[config.mk]
export PLATFORM = sky130hd
export DESIGN_NAME = big_core_alu_seq
export DESIGN_NICKNAME = d
export VERILOG_FILES = /design/src/rtl/big_core_alu_seq.sv
export SDC_FILE = /design/constraint.sdc
export NUM_CORES = 1
export LEC_CHECK = 0
export CORE_MARGIN = 1
export CORE_UTILIZATION = 39
export CTS_BUF_LIST = sky130_fd_sc_hd__clkbuf_8
export DETAILED_ROUTE_END_ITERATION = 6
export PLACE_DENSITY = 0.81
export SETUP_SLACK_MARGIN = 0.2
export SLEW_MARGIN = 20
export SYNTH_ARGS = -nofsm -noshare
export SYNTH_HDL_FRONTEND = slang
export SYNTH_SLANG_ARGS = --single-unit
export TNS_END_PERCENT = 5
[constraint.sdc]
create_clock -name Clock -period 1.6 [get_ports Clock]
set_input_delay 0.4 -clock Clock [delete_from_list [all_inputs] [get_ports Clock]]
set_output_delay 0.4 -clock Clock [all_outputs]
set_load 0.05 [all_outputs]
[src/rtl/big_core_alu_seq.sv]
// -----------------------------------------------------------------------------
// big_core_alu_seq
//
// Multi-cycle sequencer for the big_core R-type ALU. It takes one instruction
// over a valid/ready handshake and reads rs1 then rs2 through a single
// register-file read port. It then presents the operands and function fields
// to the external combinational ALU and writes the captured result back to rd.
//
//   IDLE -> RD_RS1 -> RD_RS2 -> EXEC -> WB -> IDLE   (one cycle per busy state)
//
// Ports
//   Clock, RstN            clock (rising edge), synchronous active-low reset
//   InstValid/Inst/InstReady  instruction handshake (accepted in IDLE only)
//   RfRdAddr/RfRdData      register-file read port (data combinational)
//   AluOp1/AluOp2/AluFunct3/AluFunct7  operands and fields to the ALU
//   AluResult              ALU result (combinational from the Alu* outputs)
//   RfWrEn/RfWrAddr/RfWrData  register-file write port (asserted in WB)
//   RetireValid/RetireCnt  retire pulse and wrapping retired-instruction count
//   Busy                   high whenever the sequencer is not IDLE
//   IllegalInst            only with ALU_SEQ_ILLEGAL_CHK_EN: pulses with
//                          RetireValid when the retiring word was not a legal
//                          R-type ALU op (its write is suppressed)
//
// Build option: define ALU_SEQ_ILLEGAL_CHK_EN to add legality checking and the
// IllegalInst output.
//
// All outputs come straight from flops. Their next values are computed from
// the next state in the combinational block, so they line up with the state.
// -----------------------------------------------------------------------------
module big_core_alu_seq #(
   parameter int CNT_W = 16,
   parameter int XLEN  = 32
) (
   input  logic             Clock,
   input  logic             RstN,
   input  logic             InstValid,
   input  logic [31:0]      Inst,
   output logic             InstReady,
   output logic [4:0]       RfRdAddr,
   input  logic [XLEN-1:0]  RfRdData,
   output logic [XLEN-1:0]  AluOp1,
   output logic [XLEN-1:0]  AluOp2,
   output logic [2:0]       AluFunct3,
   output logic [6:0]       AluFunct7,
   input  logic [XLEN-1:0]  AluResult,
   output logic             RfWrEn,
   output logic [4:0]       RfWrAddr,
   output logic [XLEN-1:0]  RfWrData,
   output logic             RetireValid,
   output logic [CNT_W-1:0] RetireCnt,
`ifdef ALU_SEQ_ILLEGAL_CHK_EN
   output logic             IllegalInst,
`endif
   output logic             Busy
);

   typedef enum logic [2:0] {
      IDLE   = 3'd0,
      RD_RS1 = 3'd1,
      RD_RS2 = 3'd2,
      EXEC   = 3'd3,
      WB     = 3'd4
   } state_t;

   typedef struct packed {
      logic [6:0] funct7;
      logic [4:0] rs2;
      logic [4:0] rs1;
      logic [2:0] funct3;
      logic [4:0] rd;
      logic [6:0] opcode;
   } rtype_t;

   state_t            state_q, state_d;
   rtype_t            inst_q, inst_d;
   logic [XLEN-1:0]   op1_q, op1_d;
   logic [XLEN-1:0]   op2_q, op2_d;
   logic [XLEN-1:0]   res_q, res_d;
   logic [4:0]        rd_addr_q, rd_addr_d;
   logic              inst_ready_q, inst_ready_d;
   logic              busy_q, busy_d;
   logic              wr_en_q, wr_en_d;
   logic              retire_q, retire_d;
   logic [CNT_W-1:0]  cnt_q, cnt_d;
   logic              accept;
   logic              wr_allowed;
   rtype_t            inst_in;

   assign inst_in = rtype_t'(Inst);
   // State is IDLE exactly when InstReady is high, so the handshake is simply
   // InstValid qualified by the registered ready.
   assign accept  = InstValid && inst_ready_q;

`ifdef ALU_SEQ_ILLEGAL_CHK_EN
   logic illegal_q, illegal_d;
   logic illegal_out_q, illegal_out_d;

   // Only ADD/SUB/SLL/SLT/SLTU/XOR/SRL/SRA/OR/AND under the OP opcode are legal;
   // the alternate funct7 is only meaningful for SUB and SRA.
   function automatic logic is_illegal(input rtype_t i);
      logic bad;
      bad = 1'b0;
      if (i.opcode != 7'b0110011)
         bad = 1'b1;
      else if (i.funct7 != 7'b0000000 && i.funct7 != 7'b0100000)
         bad = 1'b1;
      else if (i.funct7 == 7'b0100000 && i.funct3 != 3'b000 && i.funct3 != 3'b101)
         bad = 1'b1;
      return bad;
   endfunction

   assign wr_allowed = !illegal_q;
`else
   // Without the checker every accepted word executes as R-type, so the opcode
   // field is never looked at.
   logic unused_opcode;
   assign unused_opcode = ^inst_in.opcode;
   assign wr_allowed    = 1'b1;
`endif

   // rs1 is read straight from Inst on the accepting edge and the latched
   // opcode is only used at accept time, so those latched bits have no reader.
   logic unused_inst_bits;
   assign unused_inst_bits = ^{inst_q.rs1, inst_q.opcode};

   always_comb begin
      state_d      = state_q;
      inst_d       = inst_q;
      op1_d        = op1_q;
      op2_d        = op2_q;
      res_d        = res_q;
      rd_addr_d    = 5'd0;
      inst_ready_d = 1'b0;
      busy_d       = 1'b0;
      wr_en_d      = 1'b0;
      retire_d     = 1'b0;
      cnt_d        = cnt_q;

      case (state_q)
         IDLE:    if (accept) state_d = RD_RS1;
         RD_RS1:  state_d = RD_RS2;
         RD_RS2:  state_d = EXEC;
         EXEC:    state_d = WB;
         WB:      state_d = IDLE;
         default: state_d = IDLE;
      endcase

      if (accept)
         inst_d = inst_in;

      // Operand/result capture happens at the edge that ends the owning state.
      if (state_q == RD_RS1) op1_d = RfRdData;
      if (state_q == RD_RS2) op2_d = RfRdData;
      if (state_q == EXEC)   res_d = AluResult;

      // Read address is registered, so it is chosen from the state being
      // entered. RD_RS1 is only ever entered on accept, so rs1 comes from Inst.
      case (state_d)
         RD_RS1:  rd_addr_d = inst_in.rs1;
         RD_RS2:  rd_addr_d = inst_q.rs2;
         default: rd_addr_d = 5'd0;
      endcase

      inst_ready_d = (state_d == IDLE);
      busy_d       = (state_d != IDLE);

      if (state_d == WB) begin
         retire_d = 1'b1;
         // x0 writes are dropped but still retire.
         wr_en_d  = (inst_q.rd != 5'd0) && wr_allowed;
         cnt_d    = cnt_q + CNT_W'(1);
      end
   end

`ifdef ALU_SEQ_ILLEGAL_CHK_EN
   always_comb begin
      illegal_d     = illegal_q;
      illegal_out_d = 1'b0;
      if (accept)
         illegal_d = is_illegal(inst_in);
      if (state_d == WB)
         illegal_out_d = illegal_q;
   end
`endif

   always_ff @(posedge Clock) begin
      if (!RstN) begin
         state_q      <= IDLE;
         inst_q       <= '0;
         op1_q        <= '0;
         op2_q        <= '0;
         res_q        <= '0;
         rd_addr_q    <= '0;
         inst_ready_q <= 1'b1;
         busy_q       <= 1'b0;
         wr_en_q      <= 1'b0;
         retire_q     <= 1'b0;
         cnt_q        <= '0;
`ifdef ALU_SEQ_ILLEGAL_CHK_EN
         illegal_q     <= 1'b0;
         illegal_out_q <= 1'b0;
`endif
      end else begin
         state_q      <= state_d;
         inst_q       <= inst_d;
         op1_q        <= op1_d;
         op2_q        <= op2_d;
         res_q        <= res_d;
         rd_addr_q    <= rd_addr_d;
         inst_ready_q <= inst_ready_d;
         busy_q       <= busy_d;
         wr_en_q      <= wr_en_d;
         retire_q     <= retire_d;
         cnt_q        <= cnt_d;
`ifdef ALU_SEQ_ILLEGAL_CHK_EN
         illegal_q     <= illegal_d;
         illegal_out_q <= illegal_out_d;
`endif
      end
   end

   // ALU-facing fields hold whatever was last latched; they are only
   // meaningful during EXEC.
   assign InstReady   = inst_ready_q;
   assign RfRdAddr    = rd_addr_q;
   assign AluOp1      = op1_q;
   assign AluOp2      = op2_q;
   assign AluFunct3   = inst_q.funct3;
   assign AluFunct7   = inst_q.funct7;
   assign RfWrEn      = wr_en_q;
   assign RfWrAddr    = inst_q.rd;
   assign RfWrData    = res_q;
   assign RetireValid = retire_q;
   assign RetireCnt   = cnt_q;
   assign Busy        = busy_q;
`ifdef ALU_SEQ_ILLEGAL_CHK_EN
   assign IllegalInst = illegal_out_q;
`endif

endmodule
==> results.md <==
- The area used by multi-input combinational logic is ~2100 um2.
- During synthesis, Yosys emitted a total of 0 warnings.
- The routability-driven placement congestion ratio is between 0.7 and 0.8.
- In the layout the commonest cells are nand2_1, buf_12, dfxtp_1.
- The clock net in this run drives a total of roughly 140 sinks.
- The total power draw is 0.0107 W.
- The all-layer global routing usage is 0.240.
- After clock tree synthesis, the clock-pin slew on the worst setup and hold paths is ~0.07 ns.
- Counting distinct cell types in the post-synthesis netlist gives 35.
- Between clock sinks in the finished design, the worst skew comes to 0.00745 ns.
- The core footprint is 12800 um2.
- Across all layers, the routed design uses 5215 vias.
- The maximum frequency from static timing analysis is 635 MHz.
- The count of nets left with antenna violations once routing finished came out at 0.
- Of the total synthesized cell area, the portion taken by full adders, half adders and majority gates is 0.00240.
- After floorplanning, the core was divided into 41 placement rows.
- After detailed routing, the total wire length is 17400 um.
- The netlist area before placement is roughly 5200 um2.
- The remaining max-slew budget at the tightest pin is 0.764.
- For this block, the initial DRC count from the detailed router was approximately 360.
- The via count of the first global-routing pass is roughly 5100.
- Setup repair after global routing could not meet its margin everywhere.
- In this run the horizontal extent of the chip is 118 um.
- In this run the power density over the cells is roughly 1100 nW/um2.
- The critical setup path kind is reg -> reg.
- In this run the worst hold path is classified as reg -> reg.
- The average detailed-routed wire length per instance is 16.4 um.
- After synthesis, the share of cell area in mux cells is 0.00192.
- Of the total synthesized cell area, the portion taken by XOR and XNOR cells is 0.0134.
- Before CTS, the worst setup slack after placement is -0.0683 ns.
- The startpoint type of the worst setup path is a flip-flop.
- The number of clock buffers added by TritonCTS is 17.
- Input and output buffers added on the ports amount to 227.
- The number of endpoints with negative hold slack in the final report is 0.
- For the worst setup path, the data arrival time is ~1.9 ns.
- Once layout is done, the placed cells without fillers occupy between 9000 and 10000 um2.
- VDD sags by at most 730 uV.
- The first-pass iteration count of the detailed router is 6.
- The synthesized design spends more area on one cell type than any other, namely dfxtp_1.
- The share of cells above drive strength 1 is 0.272.
- The dominant combinational cell family by area after synthesis is simple AND/OR/NAND/NOR gates.
- The number of buffers inserted for hold repair after clock tree synthesis is 0.
- After synthesis the netlist holds a flip-flop and latch count of 144.
- The die covers 13800 um2.
- The number of antenna diodes in the final layout is 0.
- After layout, the minimum clock period comes to between 1.5 and 2 ns.
- At the end of the flow, the number of nets in the layout was approximately 980.
- The DRC violation count after routing is 0.
- The max-cap violation count is 0.
- CTS built an H-tree with a depth of 4.
- The run finished with clean final reports.
- Setup violations remaining at the end of the flow were counted as 0.
- Ranked by total cell area, the synthesized netlist is headed by dfxtp_1, nand2_1, a21oi_1.
- The die is between 100 and 150 um tall.
- The net count after synthesis is ~750.
- The data required time of the worst path is between 1.5 and 2 ns.
- The TritonCTS clock tree is built.
- The post-synthesis compound-gate area fraction is 0.137.
- The initial utilization of the core area, before any placement, comes to 0.407.
- The clock tree root buffer cell is clkbuf_8.
- Of the total synthesized cell area, the portion taken by AND, OR, NAND and NOR gates is 0.233.
- The library cell used most frequently in the layout, excluding fill and tap cells, is nand2_1.
- The cell count after synthesis is 648.
- The layout has roughly 830 filler cells.
- After global routing the overflow that remains totals 0.
- The type of element capturing the critical path is a flip-flop.
- Of the post-synthesis cell area, the dominant cell type holds 0.552.
- The sum of negative setup slack is 0 ns.
- The sequential cell area is approximately 3000 um2.
- The longest clock path from root to sink contains 2 buffers.
- The static power due to leakage is roughly 3.7 nW.
- Of all nets on the critical path, the largest fanout is 6.
- Entering global routing, the biggest net connects a little over 40 pins.
- The slew at the pin closest to its max-slew limit is between 0.3 and 0.4 ns.
- The first global-routing pass estimated around 26000 um of wire.
- Using the TritonRoute via totals, the vias-per-cell ratio works out to 4.91.
- The number of antenna violations at the first check in global routing was 0.
- The top-level port count is ~240.
- The share of the Yosys chip area taken by registers is 0.552.
- The layout-stage area growth over the synthesis result is 89.3%.
- In this run the cell area measured after placement is 9110 um2.
- The slack of the critical path is between 0.02 and 0.025 ns.
- In this run the mean area of a mapped cell was 8.05 um2.
- The HPWL after detailed placement is between 10000 and 15000 um.
- The clock insertion delay at the later pin of the skew report is approximately 0.44 ns.
- The final-report max-slew violation count is 0.
- Of the available clock period, the critical path in the final layout requires 0.985.
-- timing repair --
| action | in CTS | in global routing |
|---|---|---|
| setup buffers | 8 | 5 |
| hold endpoints to repair | 0 | 0 |
| gates cloned | 2 | 4 |
| pin swaps | 1 | 4 |
| resized for setup | 10 | 13 |
| endpoints found under the setup margin | 172 | 203 |
-- cell type report --
cell class                      count  share of cell area
Inverter                            4             0.00177
Multi-Input combinational cell    440               0.213
Clock inverter                      9              0.0142
Clock buffer                       22              0.0307
Sequential cell                   144               0.297
Tap cell                          172              0.0218
Timing Repair Buffer              272               0.422
-- logic make-up (layout without fill, tap and decap cells) --
kind of cell	count (synthesis)	count (layout)
AO/OA/AOI/OAI	138	138
XOR/XNOR	8	8
adder cells (fa/ha/maj)	1	1
buffers and inverters	64	307
flip-flops	144	144
multiplexers	1	1
AND/OR/NAND/NOR	292	292
-- registers in the layout, summed over array words and instances (netlist names) --
register	cells
RfWrAddr	5
Busy	1
inst_q	5
RfWrData	32
AluOp1	32
AluOp2	32
RetireCnt	16
RetireValid	1
AluFunct7	7
AluFunct3	3
RfWrEn	1
InstReady	1
RfRdAddr	5
state_q	3
-- power breakdown --
group	switching [W]	total [W]	leakage, nW	internal [W]
clock network	0.00129	0.00317	0.240	0.00188
logic	0.00177	0.00339	2.30	0.00162
registers	0.000282	0.00413	1.18	0.00385
-- synth_stat cells --
master,number
a22oi_1,5
nand2_1,240
xor2_1,4
nor3b_1,1
and4_1,2
inv_1,4
nand3b_1,1
clkbuf_1,36
or3_1,4
buf_1,3
nor3_1,1
ha_1,1
nor4_1,2
nor3b_2,1
nand3_1,5
o21a_1,1
or3b_2,2
o31ai_1,3
dfxtp_1,144
a21oi_1,125
or2_2,1
nand2b_1,2
or4_1,4
and3b_1,1
mux2i_1,1
buf_2,3
and3_1,2
nand4_4,1
buf_4,17
nand4_1,2
and2_1,2
buf_6,1
nor2_1,18
o21ai_0,4
xnor2_1,4
-- final timing paths --
kind                                  from            end  slack (ns)  depth (start not counted)
worst max-delay path            state_q[2]  RetireCnt[14]        0.02                          4
worst min-delay path            inst_q[24]     inst_q[24]        0.46                          2
worst max register to register  state_q[2]  RetireCnt[14]        0.02                          4
worst min register to register  inst_q[24]     inst_q[24]        0.46                          2
-- worst max-delay path: stages (launching register included) --
cell and delay [ns]:
dfxtp_4 0.35, and3b_2 0.33, nand4_4 0.14, or4_1 0.54, a21oi_1 0.15
-- per-layer routing --
metal  part of all wire  wire [um]  global-route usage  up-vias
met3              0.074       1290              0.0925       25
met4              0.024        411               0.101        0
met2               0.52       9080               0.421      196
met5                  0          0                   0        -
met1               0.38       6650               0.257     2439
li1                   -          -                   -     2555
-- per-stage QoR --
stage | util | instances | hold slack, ns
2_1_floorplan | - | 648 | 0.437
6_report | 0.770 | 1063 | 0.458
4_1_cts | 0.757 | 1054 | 0.460
3_5_place_dp | 0.710 | 1013 | 0.450
3_3_place_gp | 0.710 | 1013 | 0.442
5_1_grt | 0.770 | 1063 | 0.477
No activity file was read; power rests on OpenSTA's default activity.
